<file path="config.mk">
export PLATFORM = sky130hd
export DESIGN_NAME = ram_port_arbiter
export DESIGN_NICKNAME = d
export VERILOG_FILES = /design/src/rtl/ram_port_arbiter.sv
export SDC_FILE = /design/constraint.sdc
export NUM_CORES = 1
export LEC_CHECK = 0
export ABC_AREA = 0
export CAP_MARGIN = 20
export CORE_UTILIZATION = 46
export CTS_CLUSTER_SIZE = 20
export DETAILED_ROUTE_END_ITERATION = 8
export PLACE_DENSITY_LB_ADDON = 0.05
export SLEW_MARGIN = 10
export SYNTH_ARGS = -nofsm -noshare
export SYNTH_HDL_FRONTEND = slang
export SYNTH_SLANG_ARGS = --single-unit
</file>
<file path="constraint.sdc">
create_clock -name clk -period 3.3 [get_ports clk]
set_input_delay 0.33 -clock clk [delete_from_list [all_inputs] [get_ports clk]]
set_output_delay 0.33 -clock clk [all_outputs]
set_load 0.02 [all_outputs]
</file>
<file path="src/rtl/ram_port_arbiter.sv">
// Round-robin arbiter sharing one single-port synchronous RAM
// between NUM_REQ requesters, with burst hold and a 2-stage read return.
module ram_port_arbiter #(
  parameter int DATA_WIDTH = 8,
  parameter int DEPTH      = 256,
  parameter int NUM_REQ    = 4,
  parameter int MAX_BURST  = 4,
  localparam int AW = $clog2(DEPTH),
  localparam int IW = $clog2(NUM_REQ),
  localparam int CW = $clog2(MAX_BURST + 1)
) (
  input  logic                          clk,
  input  logic                          rst_n,
  input  logic [NUM_REQ-1:0]            req_valid,
  input  logic [NUM_REQ-1:0]            req_we,
  input  logic [NUM_REQ*AW-1:0]         req_addr,
  input  logic [NUM_REQ*DATA_WIDTH-1:0] req_wdata,
  output logic [NUM_REQ-1:0]            req_ready,
  output logic [NUM_REQ-1:0]            rsp_valid,
  output logic [DATA_WIDTH-1:0]         rsp_rdata,
  output logic                          ram_wr_en,
  output logic                          ram_rd_en,
  output logic [AW-1:0]                 ram_addr,
  output logic [DATA_WIDTH-1:0]         ram_data_in,
  input  logic [DATA_WIDTH-1:0]         ram_data_out
);

  logic [IW-1:0]         ptr_q, ptr_d;
  logic [CW-1:0]         cnt_q, cnt_d;
  logic [IW-1:0]         owner_q, owner_d;
  logic                  owner_vld_q, owner_vld_d;
  logic                  wr_q, wr_d;
  logic                  rd_q, rd_d;
  logic [AW-1:0]         addr_q, addr_d;
  logic [DATA_WIDTH-1:0] wdata_q, wdata_d;
  logic [IW-1:0]         id1_q, id1_d;
  logic [NUM_REQ-1:0]    rsp_q, rsp_d;
  logic [DATA_WIDTH-1:0] hold_q, hold_d;

  logic                  win_vld;
  logic                  hold;
  logic                  found;
  logic [IW-1:0]         win_idx;
  logic [NUM_REQ-1:0]    others;

  // Arbitration: burst hold first, otherwise search from the pointer
  always_comb begin
    others  = req_valid & ~(NUM_REQ'(1) << owner_q);
    hold    = owner_vld_q && req_valid[owner_q] &&
              ((cnt_q < CW'(MAX_BURST)) || (others == '0));
    win_vld = |req_valid;
    win_idx = owner_q;
    found   = hold;
    for (int k = 0; k < NUM_REQ; k++) begin
      if (!found && req_valid[(int'(ptr_q) + k) % NUM_REQ]) begin
        win_idx = IW'((int'(ptr_q) + k) % NUM_REQ);
        found   = 1'b1;
      end
    end
  end

  always_comb begin
    ptr_d       = ptr_q;
    cnt_d       = cnt_q;
    owner_d     = owner_q;
    owner_vld_d = owner_vld_q;
    if (!win_vld) begin
      owner_vld_d = 1'b0;
      cnt_d       = '0;
    end else if (hold) begin
      if (cnt_q != CW'(MAX_BURST))
        cnt_d = cnt_q + 1'b1;
    end else begin
      ptr_d       = (win_idx == IW'(NUM_REQ - 1)) ?
                    '0 : win_idx + 1'b1;
      owner_d     = win_idx;
      owner_vld_d = 1'b1;
      cnt_d       = CW'(1);
    end
  end

  always_comb begin
    req_ready = win_vld ? (NUM_REQ'(1) << win_idx) : '0;
    wr_d      = win_vld && req_we[win_idx];
    rd_d      = win_vld && !req_we[win_idx];
    addr_d    = win_vld ? req_addr[win_idx*AW +: AW] : addr_q;
    wdata_d   = win_vld ? req_wdata[win_idx*DATA_WIDTH +: DATA_WIDTH]
                        : wdata_q;
    id1_d     = win_vld ? win_idx : id1_q;
    rsp_d     = rd_q ? (NUM_REQ'(1) << id1_q) : '0;
  end

  // Read data passes straight through while valid, else holds
  always_comb begin
    rsp_rdata = (|rsp_q) ? ram_data_out : hold_q;
    hold_d    = rsp_rdata;
  end

  always_ff @(posedge clk or negedge rst_n) begin
    if (!rst_n) begin
      ptr_q       <= '0;
      cnt_q       <= '0;
      owner_q     <= '0;
      owner_vld_q <= 1'b0;
      wr_q        <= 1'b0;
      rd_q        <= 1'b0;
      addr_q      <= '0;
      wdata_q     <= '0;
      id1_q       <= '0;
      rsp_q       <= '0;
      hold_q      <= '0;
    end else begin
      ptr_q       <= ptr_d;
      cnt_q       <= cnt_d;
      owner_q     <= owner_d;
      owner_vld_q <= owner_vld_d;
      wr_q        <= wr_d;
      rd_q        <= rd_d;
      addr_q      <= addr_d;
      wdata_q     <= wdata_d;
      id1_q       <= id1_d;
      rsp_q       <= rsp_d;
      hold_q      <= hold_d;
    end
  end

  assign ram_wr_en   = wr_q;
  assign ram_rd_en   = rd_q;
  assign ram_addr    = addr_q;
  assign ram_data_in = wdata_q;
  assign rsp_valid   = rsp_q;

endmodule
</file>
; Word level (Yosys, flattened, before mapping)
; Index checks and enable logic that the tools add are counted.
; Widths: inputs -> output; s select.
[op_classes]
n_addsub = 5
bitwise = 6
shifts = 5
n_eq_ne = 4
muxes = 31
n_lt_le_gt_ge = 7
n_reduce_logical = 21
[op_table]
columns = cell, n
row1 = $shiftx 32x6->8, 2
row2 = $mux 1, 14
row3 = $bmux 1 s2, 6
row4 = $lt 3x4->1 const B, 3
row5 = $shl 1x2->4 const A, 3
row6 = $mux 2, 5
row7 = $lt 2x3->1 const B, 3
row8 = $mux 3, 3
row9 = $logic_and 1x1->1, 8
row10 = $mux 4, 2
row11 = $mux 8, 1
row12 = $reduce_or 4->1, 2
row13 = $reduce_or 2->1, 3
row14 = $logic_not 1->1, 5
row15 = $add 2x1->2 const B, 2
row16 = $add 2x2->2 const B, 2
row17 = $and 4x4->4, 1
row18 = $logic_not 4->1, 1
row19 = $not 4->4, 1
row20 = $add 3x1->3 const B, 1
row21 = $and 1x1->1 const A, 3
row22 = $lt 3x3->1 const B, 1
row23 = $ne 3x2->1 const B, 1
row24 = $ne 3x3->1 const B, 1
row25 = other kinds (5), 5
[word_totals]
ff_bits = 40
out_inout_bits = 34
inputBits = 82

; Logic depth before layout (Yosys ltp)
; Gate-level depths: netlist of the first run.
[logic_depth]
depth_word = 22
ltp_mapped = 11

; Worst setup path before layout of the first run
; OpenSTA, ideal clock, no wires.
[synth_path]
path_type = input to output
start = input port req_valid[1]
end = output port req_ready[2]
arrival_ns = 2.089
required_time_ns = 2.970
setup_slack_ns = 0.881
path_stages = 8
path_cell_list = buf_2 or3_1 a32oi_2 a211oi_4 a211o_4 inv_2 ha_1 and2_1
[synth_between]
elab_chain_cells = 18
word_cells_on_any_way = 36
cone_classes = shift (1) / mux (21) / bitwise (1) / reduce/logical (13)
[synth_rtl]
columns = item, line
row1 = start: declaration, 14  ; input logic [NUM_REQ-1:0] req_valid,
row2 = $bmux 1 s2 or $and 4x4->4 (tied branches), "49, 48"
row3 = $mux 1 (implied by the code) or $logic_not 4->1 (tied branches), "49, 50"
row4 = $logic_and 1x1->1 or $logic_or 1x1->1 (tied branches), "49, 50"
row5 = $logic_and 1x1->1, 49  ; hold = owner_vld_q && req_valid[owner_q] &&
row6 = $logic_not 1->1, 55  ; if (!found && req_valid[(int'(ptr_q) + k) % NUM_REQ]) begin
row7 = $logic_and 1x1->1, 55
row8 = $mux 1, 55
row9 = $logic_not 1->1, 55
row10 = (+3 left out), -
row11 = $logic_and 1x1->1, 55
row12 = $mux 1, 55
row13 = $logic_not 1->1, 55
row14 = $logic_and 1x1->1, 55
row15 = $mux 2 *, 55
row16 = via win_idx[0], 43  ; logic [IW-1:0] win_idx;
row17 = $shl 1x2->4 *, 83  ; req_ready = win_vld ? (NUM_REQ'(1) << win_idx) : '0;
row18 = $mux 4 *, 83
row19 = end: declaration, 18  ; output logic [NUM_REQ-1:0] req_ready,
; Mark *: on every way through the listed nets, which the timed path passes. The rest lies on a longest branch. The select of a mux whose other input is x is not followed.

; Final worst setup path of the first run
[layout_path]
start = input port req_valid[1]
end = output port req_ready[0]
; The elaborated chain is that of the path after synthesis.

==> impl_results.md, run 1 <==
- CTS Buffer Depth: 2
- Tmin final: between 3000 and 4000 ps
- Final setup violating endpoints: 0
- Worst Skew: ~10 ps
- Root Driver: clkbuf_8
- Ratio of cells with drive above 1 in the final layout: approximately 14%
- Worst path required time: approximately 3000 ps
- # diodes: 0
- Via density: between 5 and 6
- CTS Buf Count: 5
- Die ar.: 7330 sq um
- Hold Path Class: in -> async
- Most used flip-flop cell after synthesis: dfrtp_1
- Drc violations: 0
- Setup Fix Bufs, Post-CTS: 0
- Vias in the first global route: between 3000 and 4000
- DR iter-0 viols: roughly 150
- Synth unique cells: 62
- Via count: around 3300
- Dpl hpwl: 6.52 mm
- Type of origin of the critical path: input pin
- Max-slew violation total from the final report: 0
- Fmax: 0.317 GHz
- Syn Area/Cell: just under 9 sq um
- Syn-to-layout area delta: 43.7%
- Max IR drop VDD: 478 uV
- DR pass1 iterations: 4
- Post-synth ARST share: 100%
- Largest net degree at the start of global routing: 50
- WL final: around 9.2 mm
- Final nets: 568
- Initial Util: between 40% and 50%
- Final hold vios: 0
- Synth top cells by count: dfrtp_1, nand2_1, nor2_1, a21oi_1, mux2i_1
- Max-Cap Viols: 0
- Arr. time, crit path: approximately 2800 ps
- Worst skew pair latency: about 300 ps
- First-pass GRT wire length: 15.0 mm
- Syn Nets: approximately 450
- Leak: ~1.9 nW
- PD cells: 1050 nW/um^2
- Slowest-stage cell, CP: clkdlybuf4s50_1
- Chip Height: roughly 86 um
- Top cell type by total area after synthesis: dfrtp_1
- Row count: 30
- Worst slew margin: 36.6%
- RD Place Congestion: ~0.84
- Tot GR Track Use: approximately a quarter
- Worst setup EP type: primary output
- Core area: a little under 7000 sq um
- Final Cycle Share: between 90 and 100%
- Crit path largest cell delay: between 500 and 600 ps
- Final setup TNS: 0 ps
- Largest fanout on the critical path: 8
- Post-synth top area share: a little under a third
- RSZ-0062 raised after global routing: no
- Util after Layout: 68.1%
- Cell breakdown of the critical path: clkdlybuf4s50_1 -> or2_1 -> o41ai_2 -> o21ai_2 -> and2_4 -> a211o_4 -> inv_2 -> ha_1 -> and2_1 -> dlygate4sd2_1
- Die W: about 86 um
- Top post-synthesis cells by area: dfrtp_1, mux2i_1, o2111ai_1
- CP delay by family, top: buffers and inverters
- Outcome: finished clean
- DR WL/cell: between 15 and 20 um
- IO Port Bufs: 115
- Register area share after synthesis: between 30% and 40%
- GRT overflow: 0
- Syn. warnings: 0
- Cell count after synthesis: 363
- CTS tree: done
- Kind of critical path: in -> out
- Post-synth EDFFs: 0
- Hold_ws: roughly 170 ps
- CTS sink cnt: 40
- Initial antenna violation count: 0
- Worst slew pin tran: ~950 ps
- H-tree Lvls: 2
- Worst-path clk slew: roughly 80 ps
- Boundary pin count: 116
- Most instantiated library cell after synthesis: dfrtp_1
- Antenna Nets Post-Route: 0
- Seq cells post-synth: 40
- Netlist area before placement: about 3200 sq um
- Worst path bufs/invs: 3
[cell usage in the layout (no fill, tap or decap), drive strengths merged, types with 15 or more instances in the layout]
cell	n
dfrtp	40
nand2b	16
nor2	30
o221ai	15
clkdlybuf4s50	110
nor3	18
o21bai	15
or3	16
o211ai	19
nand2	29
mux2i	20
a21oi	21
o2111ai	15
buf	29
[stage by stage]
stage	total power (W)	cells	cell area [sq um]	worst slack [ps]
floorplan	0.00330	363	3220	881
global placement	0.00440	569	4510	-39.8
detailed placement	0.00447	569	4510	-110
CTS	0.00488	577	4620	140
global route	0.00523	577	4620	11.8
finish	0.00487	577	4620	146
[worst paths after layout]
path                       slack, ps            to    startpoint  cells past startpoint
max                              150  req_ready[0]  req_valid[1]                     10
min                              170    owner_q[1]         rst_n                      1
max reg2reg                      360   ram_addr[1]    owner_q[1]                      9
min reg2reg                      500  rsp_valid[2]      id1_q[0]                      1
max in group asynchronous       2470      ptr_q[0]         rst_n                      1
min in group clk                 500  rsp_valid[2]      id1_q[0]                      1
[power by group]
| group | switching [W] | internal, W | total (W) |
|---|---|---|---|
| Sequential | 0.000219 | 0.000752 | 0.000971 |
| Clock | 0.000197 | 0.000228 | 0.000425 |
| Combinational | 0.00184 | 0.00164 | 0.00347 |
| Total | 0.00225 | 0.00262 | 0.00487 |
[state kept, by name (all words and copies together), names as in the netlist, 2 cells and up]
name / flops
cnt_q: 3
ram_data_in: 8
id1_q: 2
rsp_valid: 4
hold_q: 8
owner_q: 2
ptr_q: 2
ram_addr: 8
[metal layers]
layer	vias to the layer above	global-route usage, %	wire length, um	share of wire, %
li1	1594	-	-	-
met1	1586	32.0	4000	44
met2	88	45.2	4590	50
met3	12	4.72	424	4.6
met4	0	8.03	174	1.9
met5	-	0	0	0
[final cells by class]
cell class              instances  area (sq um)
fillers                       584          2170
multi-input cells             279          1990
repair buffers                143          1350
flip-flops and latches         40          1000
well taps                      96           120
clock buffers                   5          68.8
clock inverters                 3          47.5
inverters                      11          41.3
[repair_timing]
item / 4_1_cts / 5_1_grt
endpoints found under the setup margin: 4 / 1
cloned: 0 / 0
hold buffers: 0 / 0
gates resized for setup: 4 / 1
[cell families after synthesis]
kind of cell    Yosys count  synth area share, %
simple gates            125                 19.9
compound gates          116                 29.1
buf+inv                  44                 7.27
flops                    40                 31.1
mux                      31                 10.1
fa+ha+maj                 6                 2.33
xor+xnor                  1                0.272
Power figures use the tool's default switching activity.
==> inputs of run 2 (changes only) <==
--- a/config.mk
+++ b/config.mk
@@ -6,9 +6,9 @@
 export NUM_CORES = 1
 export LEC_CHECK = 0
 export ABC_AREA = 0
-export CAP_MARGIN = 20
+export CAP_MARGIN = 0
 export CORE_UTILIZATION = 46
-export CTS_CLUSTER_SIZE = 20
+export CTS_CLUSTER_SIZE = 28
 export DETAILED_ROUTE_END_ITERATION = 8
 export PLACE_DENSITY_LB_ADDON = 0.05
 export SLEW_MARGIN = 10
==> results of run 2 <==
Same layout as run 1: the final DEF is identical, and so are final timing and power.
